$ cat src/rtl/menu_pkg.sv
// Shared definitions for the level-select menu controller.
// Contents: PS/2 scancodes of the keys the menu reacts to, the menu state
// encoding and the default number of menu rows.
package menu_pkg;

    localparam logic [8:0] KEY_UP    = 9'h075;
    localparam logic [8:0] KEY_DOWN  = 9'h072;
    localparam logic [8:0] KEY_ENTER = 9'h05A;
    localparam logic [8:0] KEY_ESC   = 9'h076;

    localparam int unsigned MENU_ITEMS = 5;

    typedef enum logic [1:0] {
        IDLE,
        BROWSE,
        CONFIRM,
        LOCKED
    } menu_state_e;

endpackage

$ cat src/rtl/menu_ctrl_key_step_gen.sv
// key_step_gen: turns PS/2 press events for UP/DOWN into one-cycle step pulses.
// Optional held-key auto-repeat is compiled in with MENU_CTRL_AUTOREPEAT_EN.
// Ports:
//   clk, rst     clock, asynchronous active-high reset
//   active       repeat counter may run (menu is in BROWSE)
//   key_valid    last_change strobe
//   last_change  scancode of the latest make/break event
//   key_down     per-scancode held flags
//   step_up      one-cycle pulse: move highlight up
//   step_down    one-cycle pulse: move highlight down
module key_step_gen
    import menu_pkg::*;
#(
    parameter int unsigned REPEAT_DELAY  = 50_000_000,
    parameter int unsigned REPEAT_PERIOD = 12_500_000
) (
    input  logic         clk,
    input  logic         rst,
    input  logic         active,
    input  logic         key_valid,
    input  logic [8:0]   last_change,
    input  logic [511:0] key_down,
    output logic         step_up,
    output logic         step_down
);

    logic press;
    logic press_up;
    logic press_down;

    // Break events carry key_down[last_change] == 0 and are dropped here.
    assign press      = key_valid & key_down[last_change];
    assign press_up   = press & (last_change == KEY_UP);
    assign press_down = press & (last_change == KEY_DOWN);

`ifdef MENU_CTRL_AUTOREPEAT_EN
    logic [31:0] cnt_q;
    logic        first_q;   // still waiting out the initial delay
    logic        held_up;
    logic        held_down;
    logic        run;
    logic        rep;
    logic [31:0] target;

    always_comb begin
        // Both directions held cancels each other: no repeat.
        held_up   = key_down[KEY_UP] & ~key_down[KEY_DOWN];
        held_down = key_down[KEY_DOWN] & ~key_down[KEY_UP];
        run       = active & (held_up | held_down);
        target    = first_q ? REPEAT_DELAY : REPEAT_PERIOD;
        rep       = run & ~press & (cnt_q == target - 32'd1);
    end

    always_ff @(posedge clk or posedge rst) begin
        if (rst) begin
            cnt_q   <= '0;
            first_q <= 1'b1;
        end else if (press || !run) begin
            cnt_q   <= '0;
            first_q <= 1'b1;
        end else if (rep) begin
            cnt_q   <= '0;
            first_q <= 1'b0;
        end else begin
            cnt_q <= cnt_q + 32'd1;
        end
    end

    assign step_up   = press_up | (rep & held_up);
    assign step_down = press_down | (rep & held_down);
`else
    // No repeat: clock, reset and timing parameters are intentionally idle.
    logic unused_ok;
    assign unused_ok = ^{clk, rst, active, REPEAT_DELAY[0], REPEAT_PERIOD[0]};

    assign step_up   = press_up;
    assign step_down = press_down;
`endif

endmodule

$ cat src/rtl/menu_ctrl.sv
// menu_ctrl: keyboard-driven level-select menu controller.
// Keeps the highlighted row (map), latches the confirmed row (level) and
// pulses start for one cycle on ENTER. Optional auto-repeat of held UP/DOWN
// keys is enabled by defining MENU_CTRL_AUTOREPEAT_EN.
// Ports:
//   clk, rst     clock, asynchronous active-high reset
//   en           menu screen active; low forces IDLE and ignores keys
//   key_down     per-scancode held flags from the keyboard decoder
//   last_change  scancode of the most recent make/break event
//   key_valid    one-cycle strobe qualifying last_change
//   map          highlighted row, 0 = bottom, NUM_ITEMS-1 = top
//   level        last confirmed row
//   start        one-cycle confirm pulse
//   busy         high while browsing
module menu_ctrl
    import menu_pkg::*;
#(
    parameter int unsigned NUM_ITEMS     = MENU_ITEMS,
    parameter int unsigned REPEAT_DELAY  = 50_000_000,
    parameter int unsigned REPEAT_PERIOD = 12_500_000
) (
    input  logic         clk,
    input  logic         rst,
    input  logic         en,
    input  logic [511:0] key_down,
    input  logic [8:0]   last_change,
    input  logic         key_valid,
    output logic [2:0]   map,
    output logic [2:0]   level,
    output logic         start,
    output logic         busy
);

    localparam logic [2:0] MAP_MAX = 3'(NUM_ITEMS - 1);

    menu_state_e state_q;
    logic [2:0]  map_q;
    logic [2:0]  level_q;
    logic        start_q;
    logic        step_up;
    logic        step_down;
    logic        press_enter;
    logic        press_esc;

    assign press_enter = key_valid & key_down[last_change] & (last_change == KEY_ENTER);
    assign press_esc   = key_valid & key_down[last_change] & (last_change == KEY_ESC);

    key_step_gen #(
        .REPEAT_DELAY  (REPEAT_DELAY),
        .REPEAT_PERIOD (REPEAT_PERIOD)
    ) u_key_step_gen (
        .clk         (clk),
        .rst         (rst),
        .active      (state_q == BROWSE),
        .key_valid   (key_valid),
        .last_change (last_change),
        .key_down    (key_down),
        .step_up     (step_up),
        .step_down   (step_down)
    );

    always_ff @(posedge clk or posedge rst) begin
        if (rst) begin
            state_q <= IDLE;
            map_q   <= MAP_MAX;
            level_q <= 3'd0;
            start_q <= 1'b0;
        end else begin
            start_q <= 1'b0;
            if (!en) begin
                // map_q is deliberately kept so re-entry shows the old highlight.
                state_q <= IDLE;
            end else begin
                unique case (state_q)
                    IDLE: state_q <= BROWSE;
                    BROWSE: begin
                        if (step_up) begin
                            map_q <= (map_q == MAP_MAX) ? 3'd0 : map_q + 3'd1;
                        end else if (step_down) begin
                            map_q <= (map_q == 3'd0) ? MAP_MAX : map_q - 3'd1;
                        end
                        if (press_enter) begin
                            // level and start land together in the CONFIRM cycle.
                            state_q <= CONFIRM;
                            level_q <= map_q;
                            start_q <= 1'b1;
                        end
                    end
                    CONFIRM: state_q <= LOCKED;
                    LOCKED: begin
                        if (press_esc) begin
                            state_q <= BROWSE;
                        end
                    end
                    default: state_q <= IDLE;
                endcase
            end
        end
    end

    assign map   = map_q;
    assign level = level_q;
    assign start = start_q;
    assign busy  = (state_q == BROWSE);

endmodule

$ cat config.mk
export PLATFORM = sky130hd
export DESIGN_NAME = menu_ctrl
export DESIGN_NICKNAME = d
export VERILOG_FILES = /design/src/rtl/menu_pkg.sv /design/src/rtl/menu_ctrl_key_step_gen.sv /design/src/rtl/menu_ctrl.sv
export SDC_FILE = /design/constraint.sdc
export NUM_CORES = 1
export LEC_CHECK = 0
export BUFFER_PORTS_ARGS = -buffer_cell sky130_fd_sc_hd__buf_4
export CAP_MARGIN = 20
export CORE_AREA = 2 2 209 211
export CTS_CLUSTER_SIZE = 12
export DETAILED_ROUTE_END_ITERATION = 10
export DIE_AREA = 0 0 211 213
export PLACE_DENSITY = 0.37
export SLEW_MARGIN = 20
export SYNTH_ARGS = -nofsm -noshare
export SYNTH_HDL_FRONTEND = slang
export SYNTH_SLANG_ARGS = --single-unit
$ cat constraint.sdc
create_clock -name clk -period 1.5 [get_ports clk]
set_input_delay 0.075 -clock clk [delete_from_list [all_inputs] [get_ports clk]]
set_output_delay 0.075 -clock clk [all_outputs]
set_load 0.005 [all_outputs]
; After elaboration in Yosys (flattened, before gate mapping)
; Cells that the tools add are included.
[classes]
addsub = 2
order_cmp = 1
eq_ne = 10
mux = 13
bitwise = 5
n_reduce_logical = 6
[op_table]
columns = cell, n
row1 = "== test 9 x 7 -> 1 bit, second input constant", 4
row2 = two-way mux 3 bit, 4
row3 = "less-than comparator 9 x 10 -> 1 bit, second input constant", 1
row4 = binary-select mux 1 bit (select 9 bit), 1
row5 = case mux 2 bit (4 select lines), 1
row6 = two-way mux 2 bit, 3
row7 = AND reduction 3 bit, 2
row8 = bitwise AND 1 bit, 5
row9 = "== test 2 bit, second input constant", 2
row10 = two-way mux 1 bit, 4
row11 = "adder 3 x 1 -> 3 bit, second input constant", 1
row12 = "== test 3 bit, second input constant", 1
row13 = logical NOT 3 bit, 1
row14 = "inequality test 3 x 2 -> 1 bit, second input constant", 1
row15 = "inequality test 3 bit, second input constant", 1
row16 = "subtractor 3 x 1 -> 3 bit, second input constant", 1
row17 = "== test 2 x 1 -> 1 bit, second input constant", 1
row18 = logical NOT 2 bit, 1
row19 = AND reduction 2 bit, 1
row20 = nonzero test 2 bit, 1
[word_totals]
register_bits = 9
inputBits = 525
output_inout_bits = 8

; Depth between registers and ports, before layout
; Gate-level depths: netlist of the first run.
[depth]
ltp_word = 7
mapped_depth = 13
depth_no_buf = 9

; Modules after synthesis
; A second synthesis of the first run with hierarchy kept.
[hier_totals]
cells_unflattened = 253
area_unflattened_um2 = 2464.9
[by_module_without_submodules]
columns = module, n_inst, cells_each, area_per_inst_um2, seq_area_each_um2
row1 = menu_ctrl, 1, 194, 1806.7, 226.5
row2 = key_step_gen, 1, 59, 658.1, 0.0

; Least setup slack after synthesis of the first run
; OpenSTA, ideal clock, no wires.
[synth_path]
kind = input-to-reg
startpoint = input last_change[1]
endpoint = register state_q[0]
setup_ps = 121
arrival_time_ps = 2417
setup_slack_ps = -1038
path_stages = 10
cell_sequence = buf_6 > mux4_1 > mux2_2 > or3_2 > a21oi_1 > o41ai_4 > o211ai_4 > o311a_2 > o22ai_1 > a22o_1
[synth_via]
elab_chain_cells = 6
elab_cells_between_ends = 10
cone_classes = eq/ne (4) / mux (2) / bitwise (3) / reduce/logical (1)
[synth_rtl]
columns = element, line
row1 = start: declaration, menu_ctrl.sv:26  ; input logic [8:0] last_change,
row2 = binary-select mux 1 bit (select 9 bit), "menu_ctrl.sv:45, menu_ctrl.sv:46"
row3 = two-way mux 1 bit (not written as such), "menu_ctrl.sv:45, menu_ctrl.sv:46"
row4 = bitwise AND 1 bit, "menu_ctrl.sv:45, menu_ctrl.sv:46"
row5 = bitwise AND 1 bit (on tied branches), "menu_ctrl.sv:46, menu_ctrl.sv:45"
row6 = inequality test 3 bit (no source line) / inequality test 3 x 2 -> 1 bit (equally long branches), -
row7 = AND reduction 2 bit (no source line) (*), -
row8 = end signal: assignment, menu_ctrl.sv:64  ; state_q <= IDLE;
row9 = end signal: assignment, menu_ctrl.sv:72  ; state_q <= IDLE;
row10 = end signal: assignment, menu_ctrl.sv:75  ; IDLE: state_q <= BROWSE;
row11 = end: declaration, menu_ctrl.sv:36  ; menu_state_e state_q;
; Every way passes the cells marked *; elsewhere a longest branch is shown, timed or not. The select of a mux whose other input is x is not followed.
; A chain may end at the register's enable or synchronous reset.

; Worst setup path in the final report of the first run
[layout_path]
startpoint = input last_change[0]
endpoint = register state_q[0]
; The elaborated chain is that of the path after synthesis.

==> results of run 1 <==
## final cells by class
| type | count | area [sq um] | area share, % |
|---|---|---|---|
| Sequential cell | 9 | 226.5 | 3.339 |
| Multi-Input combinational cell | 225 | 2729 | 40.23 |
| Timing Repair Buffer | 375 | 3027 | 44.62 |
| Clock buffer | 4 | 78.83 | 1.162 |
| Inverter | 9 | 33.78 | 0.4981 |
| Antenna cell | 2 | 5.005 | 0.07379 |
| Tap cell | 546 | 683.2 | 10.07 |
## worst max-delay path, delay by kind of cell
family	cells	cell delay, ns
buffers and inverters	1	0.11
AOI/OAI and AO/OA	6	1.08
and+or+nand+nor	1	0.49
muxes	2	0.79
## per-stage QoR
stage | instance area, sq um | utilization [%] | power [mW] | setup WS, ns | hold WS, ns
after floorplan | 3203 | - | 0.9858 | -0.9054 | -0.09780
after global placement | 6481 | 15.18 | 2.026 | -1.521 | 0.07555
after detailed placement | 6481 | 15.18 | 2.030 | -1.496 | 0.07519
after CTS | 6761 | 15.84 | 2.599 | -1.010 | 0.1052
final | 6783 | 15.89 | 2.546 | -0.9429 | 0.1077
after global routing | 6780 | 15.88 | 2.717 | -1.036 | 0.1183
## cell families (layout without fill, tap and decap cells)
family                   Yosys count  after routing
AO/OA/AOI/OAI                     58             58
multiplexers                      86             86
AND/OR/NAND/NOR                   75             75
other                              0              2
adder cells (fa/ha/maj)            6              6
buffers and inverters             34            388
flip-flops                         9              9
## worst paths after layout
check	end
max in group asynchronous	map[2]
max	state_q[0]
min	state_q[0]
max reg2reg	map[2]
min in group asynchronous	level[0]
min reg2reg	level[0]
## power by group through the flow
stage | Sequential [mW] | Combinational (mW) | Clock (mW)
finish | 0.276 | 1.81 | 0.464
detailed placement | 0.277 | 1.75 | 0
floorplan | 0.282 | 0.704 | 0
global placement | 0.278 | 1.75 | 0
CTS | 0.276 | 1.85 | 0.476
global route | 0.278 | 1.95 | 0.491
## cells in the final DEF, fill, tap and decap left out, types with 4 or more instances in the layout
cell	synthesis	final
dfrtp_1	8	8
and2b_1	4	4
buf_12	3	13
ha_1	6	6
a21oi_1	9	6
nor4_4	0	4
nand2_1	17	16
nand3_1	6	6
buf_6	11	7
buf_4	2	353
a22oi_1	10	6
a22oi_2	1	5
mux4_1	36	14
mux2i_1	22	22
inv_1	9	9
o22ai_1	6	6
nor3_1	6	6
mux4_2	17	39
mux2_2	11	9
nor2_1	11	11
## repair_timing
item / 4_1_cts / 5_1_grt
setup endpoints to repair: 9 / 9
pin swaps: 13 / 7
resized for setup: 43 / 9
hold buffers: 1 / 0
endpoints found under the hold margin: 8 / 0
buffers inserted: 4 / 0
gates cloned: 1 / 0
## routing by layer
layer  GRT usage (%)  wire (microns)  up-vias
met5               0              26        -
li1                -               -     1852
met4         0.09713               4        4
met3           2.427            1558        4
met2           15.45            9978      188
met1           10.72            8683     1823
## state kept, by name, summed over array words and instances, names as in the netlist
signal,flops
map,3
start,1
level,3
state_q,2
==> results.json, run 1 <==
{
  "fmax_ghz": 0.4093,
  "synthTopCellsByCount": "mux4_1, mux2i_1, mux4_2, nand2_1",
  "fin_crit_sh_pct": 162.9,
  "p_seq_share_pct": 10.9,
  "fin_nets": 1154,
  "combPwrFrac_pct": 70.9,
  "synth_ff_type": "dfrtp_1",
  "reg2reg_from": "state_q[1]",
  "ir_drop_uv": 384.3,
  "synth_cells": 268,
  "crit_path_end_kind": "flip-flop",
  "synth_seq_cells": 9,
  "fin_crit_ns": 2.443,
  "place.gp.congestion": 0.7070,
  "cpMaxStageDelayCell": "mux4_2",
  "cap_violations": 0,
  "synthMuxAreaShare_pct": 52.58,
  "crit_chain": "buf_12, mux4_2, mux2_4, a21oi_2, or4b_4, o32a_1, o211ai_4, o311a_4, o22ai_1, a22o_1",
  "clk_latency_ns": 0.23,
  "dp_hpwl_microns": 18220,
  "worstMarginPinSlew_ns": 0.4015,
  "yosysSeqAreaShare_pct": 7.118,
  "outcome": "complete, but fails checks",
  "synth_top_area_cell": "mux4_1",
  "p_sw_share_pct": 31.39,
  "min_path_cells": 2,
  "io_buffers": 276,
  "synth_top_family_by_area": "multiplexers",
  "finalHoldViolations": 0,
  "syn2layout_area_growth_pct": 113.2,
  "synth_fa_ha_area_share_pct": 2.359,
  "detail-route-antenna-nets": 0,
  "intPower_mw": 1.747,
  "fillCellCount": 4785,
  "fin_tns_setup_ns": -7.869,
  "routed_wl_microns": 20250,
  "path_max_fanout": 6,
  "hold_path.class": "in -> reg",
  "rsz0062_at_grt": "true",
  "worstSetupPathType": "in -> reg",
  "layout-drive-gt1-share_pct": 74.92,
  "worstRegToRegCells": 6,
  "rows": 76,
  "setup_violations": 9,
  "gr-usage-all-layers_pct": 8.578,
  "start_util_pct": 7.452,
  "fp.dieW_microns": 211,
  "synth_edf_count": 0,
  "p_leak_nw": 3.020,
  "stdcell_count": 1170,
  "synth_area_leaders": "mux4_1, mux4_2, mux2i_1, dfrtp_1, buf_6",
  "synth-compound-area-share_pct": 14.43,
  "ys_async_sr_fraction_pct": 100.0,
  "timing.final.ws_setup_ns": -0.9429,
  "die_h_microns": 213,
  "post-place-cells": 1158,
  "r2r_slack_ns": -0.17,
  "p_per_area_nw_per_um2": 375.4,
  "yosysWarnings": 0,
  "synthSimpleGateAreaFrac_pct": 13.76,
  "antenna_found_initial": 4,
  "synthXorXnorAreaFrac_pct": 0,
  "io_pins": 533,
  "max_slew_margin_pct": 73.00,
  "slowest_delay_ns": 0.50,
  "numCtsBuffers": 3,
  "grt-ovfl-total": 0,
  "firstDrtPassIters": 4,
  "clock_path_buffers": 2,
  "viasPerCell": 3.309,
  "routedWlPerCell_microns": 17.31,
  "avgSynthCellArea_sq_um": 11.87,
  "vias": 3871,
  "initialDrtViolationCount": 73,
  "grt_first_pass_wirelength_microns": 28120,
  "hp-start": "en",
  "pwr-share-clk_pct": 18.2,
  "core_region_area_sq_um": 42700,
  "synth_top_area_share_pct": 29.73,
  "netlist_area_sq_um": 3182,
  "synth_fp_nets": 799,
  "drc_errors": 0,
  "htreeDepth": 1,
  "grt_pass1_vias": 4245,
  "start_kind": "input pin",
  "cts.sinks": 9,
  "cts_tree": "built",
  "clock-skew-final_ns": 0.0005120,
  "synth_cell_types": 64,
  "p_sw_mw": 0.7992,
  "required_ns": 1.62,
  "grt_max_degree": 22,
  "die_area_sq_um": 44940,
  "yosysMostFrequentCell": "mux4_1",
  "cts_root_buffer": "clkbuf_16",
  "violations": "negative setup slack",
  "crit_path_start": "last_change[0]",
  "crit_arrival_ns": 2.56,
  "clk_pin_slew_ns": 0.04,
  "slew_viol_final": 0
}
(Power assumes the default switching activity.)
==> run 2: changes to the inputs <==
==> constraint.sdc (replaced) <==
create_clock -name clk -period 1.5 [get_ports clk]
set_input_delay 0.075 -clock clk [delete_from_list [all_inputs] [get_ports clk]]
set_output_delay 0.075 -clock clk [all_outputs]
set_load 0.01 [all_outputs]
==> run 2 against run 1 <==
Net effect: the run still ends with negative setup slack left; maximum frequency down 2.2%; sequential share of layout area up 0.059 points; clock power increased by 1%; sequential cell count unchanged; total power fell by 1.7%; register-to-register slack got worse by 0.03 ns; largest power group unchanged; highest routed layer is now met4.
==> results.json, run 2 (same netlist as run 1, synthesis figures left out) <==
{
  "die_area_sq_um": 44940,
  "fp.dieW_microns": 211,
  "final_common_cell": "buf_4",
  "fin_crit_ns": 2.497,
  "max_slew_margin_pct": 68.84,
  "place.gp.congestion": 0.7003,
  "hold_path.class": "in -> reg",
  "dp_hpwl_microns": 18290,
  "multi_input_area_sq_um": 2776,
  "p_leak_nw": 2.931,
  "layout-drive-gt1-share_pct": 74.96,
  "fillCellCount": 4818,
  "ir_drop_uv": 217.0,
  "clock_path_buffers": 2,
  "grt-ovfl-total": 0,
  "crit_path_end_kind": "flip-flop",
  "routedWlPerCell_microns": 17.61,
  "viasPerCell": 3.345,
  "start_util_pct": 7.452,
  "setup_violations": 9,
  "clk_pin_slew_ns": 0.04,
  "p_per_area_nw_per_um2": 375.4,
  "vias": 3843,
  "worstMarginPinSlew_ns": 0.4544,
  "outcome": "complete, but fails checks",
  "post-place-cells": 1135,
  "clock-skew-final_ns": 0.001397,
  "start_kind": "input pin",
  "cap_violations": 0,
  "htreeDepth": 1,
  "initialDrtViolationCount": 119,
  "required_ns": 1.62,
  "whs_ns": 0.1115,
  "timing.final.ws_setup_ns": -0.9969,
  "rsz0062_at_grt": "true",
  "regArea_sq_um": 226.5,
  "mostFrequentLayoutCells": "buf_4, mux4_2, nand2_1, mux4_1, mux2i_1",
  "fin_tns_setup_ns": -7.855,
  "path_max_fanout": 6,
  "io_buffers": 276,
  "cts_root_buffer": "clkbuf_16",
  "fin_nets": 1135,
  "clk_latency_ns": 0.23,
  "syn2layout_area_growth_pct": 109.5,
  "core_region_area_sq_um": 42700,
  "stdcell_count": 1149,
  "detail-route-antenna-nets": 0,
  "cts.sinks": 9,
  "firstDrtPassIters": 4,
  "fin_crit_sh_pct": 166.5,
  "rows": 76,
  "worstRegToRegCells": 6,
  "grt_max_degree": 25,
  "grt_first_pass_wirelength_microns": 27960,
  "gr-usage-all-layers_pct": 8.654,
  "numCtsBuffers": 3,
  "finalHoldViolations": 0,
  "violations": "negative setup slack",
  "die_h_microns": 213,
  "slew_viol_final": 0,
  "drc_errors": 0,
  "antenna_found_initial": 0,
  "diodes": 0,
  "grt_pass1_vias": 4193,
  "min_path_cells": 2,
  "fmax_ghz": 0.4005,
  "worstSetupPathType": "in -> reg",
  "crit_arrival_ns": 2.62,
  "cts_tree": "built",
  "routed_wl_microns": 20240,
  "io_pins": 533
}
==> run 2: path summary, 6_finish.rpt <==
check	from	to	slack, ns
worst max register to register	state_q[1]	map[2]	-0.20
min in group asynchronous	rst	start	0.38
worst min-delay path	en	state_q[0]	0.11
max in group asynchronous	rst	map[2]	0.83
worst min register to register	level[2]	level[2]	0.52
worst max-delay path	last_change[0]	state_q[0]	-1.0
==> run 2: repair_timing <==
action,CTS,global route
pin swaps,11,2
cloned,1,0
endpoints found under the hold margin,8,0
buffers inserted,5,5
gates resized for setup,47,9
hold buffers,1,0
setup endpoints to repair,9,9
==> run 2: through the flow <==
step                      util, %  area (sq um)  power (mW)  worst slack (ns)
after floorplan                 -          3203      0.9893           -0.9058
after global placement      14.72          6284       1.946            -1.512
after detailed placement    14.72          6284       1.947            -1.524
after CTS                   15.46          6601       2.532            -1.021
after global routing        15.61          6665       2.671            -1.134
final                       15.61          6665       2.502           -0.9969
==> run 2: routing by layer <==
metal / vias to the layer above / GRT usage, % / routed length (microns)
met5: - / 0 / 0
met4: 0 / 0.8742 / 82
met3: 4 / 1.868 / 1567
met2: 201 / 16.16 / 10300
met1: 1820 / 10.43 / 8289
li1: 1818 / - / -
==> run 2: critical path, stage by stage <==
cell and delay [ns]:
buf_16 0.11, mux4_2 0.49, mux2_4 0.28, a21oi_1 0.13
or4b_4 0.48, o32a_1 0.23, o211ai_4 0.30, o311a_4 0.25
o22ai_2 0.08, a22o_1 0.18
==> run 2: layout make-up <==
cell class | count | area share [%]
repair buffers | 356 | 43.01
multi-input cells | 225 | 41.66
well taps | 546 | 10.25
flip-flops and latches | 9 | 3.398
clock buffers | 4 | 1.183
inverters | 9 | 0.5069
==> run 2: power by group <==
part           switching, mW  internal, mW  total [mW]
Combinational          0.662          1.10        1.76
Sequential            0.0115         0.263       0.275
Clock                  0.114         0.355       0.469
Total                  0.788          1.71        2.50
==> run 3: changes to the inputs <==
CELL_PAD_IN_SITES_DETAIL_PLACEMENT = 1   (was default)
CELL_PAD_IN_SITES_GLOBAL_PLACEMENT = 2   (was default)
CORE_AREA = 2 2 207 209   (was 2 2 209 211)
DIE_AREA = 0 0 209 211   (was 0 0 211 213)
PLACE_DENSITY = 0.63   (was 0.37)
REMOVE_ABC_BUFFERS = 1   (was default)
==> run 3 against run 2 <==
Net effect: the flow still finishes with violations (negative setup slack); largest power group unchanged; hold slack improved by 0.015 ns; combinational power rose by 7%; maximum frequency fell by 3.0%; sequential share of layout area fell by 0.11 points; critical path depth rose by 2; final cell count did not move; total power rose by 4.5%; clock power fell by 1%; clock-buffer cell count did not move; clock skew fell by 0.00086 ns; utilization rose by 0.89 points.
==> results.json, run 3 (same netlist as run 1, synthesis figures left out) <==
{
  "outcome": "complete, but fails checks",
  "violations": "negative setup slack",
  "die_area_sq_um": 44100,
  "routed_wl_microns": 21220,
  "slowest_delay_ns": 0.56,
  "initialDrtViolationCount": 124,
  "slew_viol_final": 0,
  "mostFrequentLayoutCells": "buf_4, mux4_2, mux2i_1",
  "setup_violations": 9,
  "start_util_pct": 7.619,
  "fmax_ghz": 0.3887,
  "detail-route-antenna-nets": 0,
  "max_slew_margin_pct": 70.44,
  "final_core_util_pct": 16.50,
  "clock_path_buffers": 2,
  "power_mw": 2.615,
  "cpMaxStageDelayCell": "mux4_1",
  "required_ns": 1.61,
  "grt_first_pass_wirelength_microns": 30340,
  "p_leak_nw": 3.044,
  "worstMarginPinSlew_ns": 0.4322,
  "start_kind": "input pin",
  "die_h_microns": 211,
  "p_per_area_nw_per_um2": 379.5,
  "worstSetupPathType": "in -> reg",
  "fp.dieW_microns": 209,
  "finalHoldViolations": 0,
  "rsz0062_at_grt": "true",
  "cts_root_buffer": "clkbuf_16",
  "clk_latency_ns": 0.23,
  "final_common_cell": "buf_4",
  "vias": 3990,
  "layout-drive-gt1-share_pct": 77.21,
  "core_region_area_sq_um": 41760,
  "fin_crit_sh_pct": 171.5,
  "cp_common_cell": "buf_12",
  "numCtsBuffers": 3,
  "grt_pass1_vias": 4621,
  "io_buffers": 276,
  "cap_violations": 0,
  "crit_chain": "buf_12, buf_12, buf_12, mux4_1, a22oi_2, a21oi_1, o211a_1, o32a_1, o211ai_4, o311a_4, o22ai_2, a22o_1",
  "dp_hpwl_microns": 18380,
  "rows": 75,
  "crit_arrival_ns": 2.69,
  "crit_buf_inv": 3,
  "stdcell_count": 1149,
  "io_pins": 533,
  "clk_pin_slew_ns": 0.04,
  "antenna_found_initial": 1,
  "dpl-instance-area_sq_um": 6310,
  "drc_errors": 0,
  "grt-ovfl-total": 0,
  "fin_crit_ns": 2.573,
  "crit_path_end_kind": "flip-flop",
  "post-place-cells": 1134,
  "final_area_sq_um": 6892,
  "timing.final.ws_setup_ns": -1.073,
  "syn2layout_area_growth_pct": 116.6,
  "htreeDepth": 1,
  "path_max_fanout": 9,
  "fillCellCount": 4879,
  "hold_path.class": "in -> reg",
  "ir_drop_uv": 325.8,
  "path_delay_family": "compound AO/OA/AOI/OAI gates",
  "routedWlPerCell_microns": 18.47,
  "cts_tree": "built",
  "clock-skew-final_ns": 0.0005332,
  "firstDrtPassIters": 6,
  "viasPerCell": 3.473,
  "place.gp.congestion": 0.7523,
  "cts.sinks": 9,
  "diodes": 0,
  "fin_nets": 1142,
  "gr-usage-all-layers_pct": 9.381,
  "grt_max_degree": 28
}
==> run 3: area by class of cell <==
cell class,count,area (sq um),area share [%]
Sequential cell,9,226.5,3.286
Timing Repair Buffer,363,2984,43.30
Multi-Input combinational cell,225,2894,41.99
Clock buffer,4,78.83,1.144
Tap cell,539,674.4,9.786
Inverter,9,33.78,0.4902
==> run 3: final timing paths <==
kind                                start         end  slack (ns)  depth (start not counted)
max reg2reg                    state_q[1]      map[2]       -0.07                          6
max                        last_change[0]  state_q[0]       -1.07                         12
min reg2reg                      level[1]    level[1]        0.51                          1
min in group asynchronous             rst    level[1]        0.37                          3
min                                    en  state_q[0]        0.13                          2
max in group asynchronous             rst      map[2]        0.83                          3
==> run 3: worst register-to-register path, stage by stage (launching register included) <==
cell and delay, ns:
dfrtp_1 0.37, inv_1 0.06, ha_1 0.16, nand2_1 0.14
or4_4 0.44, o21a_1 0.18, a21o_1 0.15
==> run 3: routing by layer <==
layer  track usage [%]  up-vias  share of wire, %
met2             16.25      220                47
met3             1.948       10               7.7
met5                 0        -             0.061
li1                  -     1828                 -
met1             12.36     1930                44
met4            0.9852        2              0.83
==> run 3: metrics by stage <==
stage	setup slack (ns)	hold WS [ns]	TNS, ns
finish	-1.073	0.1262	-8.840
global route	-1.177	0.1293	-9.844
CTS	-1.116	0.1225	-9.137
detailed placement	-1.943	0.07123	-16.42
global placement	-2.039	0.06050	-17.18
floorplan	-0.9133	-0.09780	-6.762
==> run 3: repair_timing <==
action | 4_1_cts | 5_1_grt
buffers inserted | 10 | 0
gates cloned | 3 | 0
hold buffers | 1 | 0
endpoints found under the setup margin | 9 | 9
hold endpoints to repair | 8 | 0
pin swaps | 29 | 9
gates resized for setup | 92 | 16
==> run 3: power by group <==
group / leakage, nW / internal (mW) / total, mW / switching (mW)
combinational: 2.89 / 1.16 / 1.88 / 0.718
clock: 0.0382 / 0.355 / 0.462 / 0.108
sequential: 0.114 / 0.263 / 0.273 / 0.0105
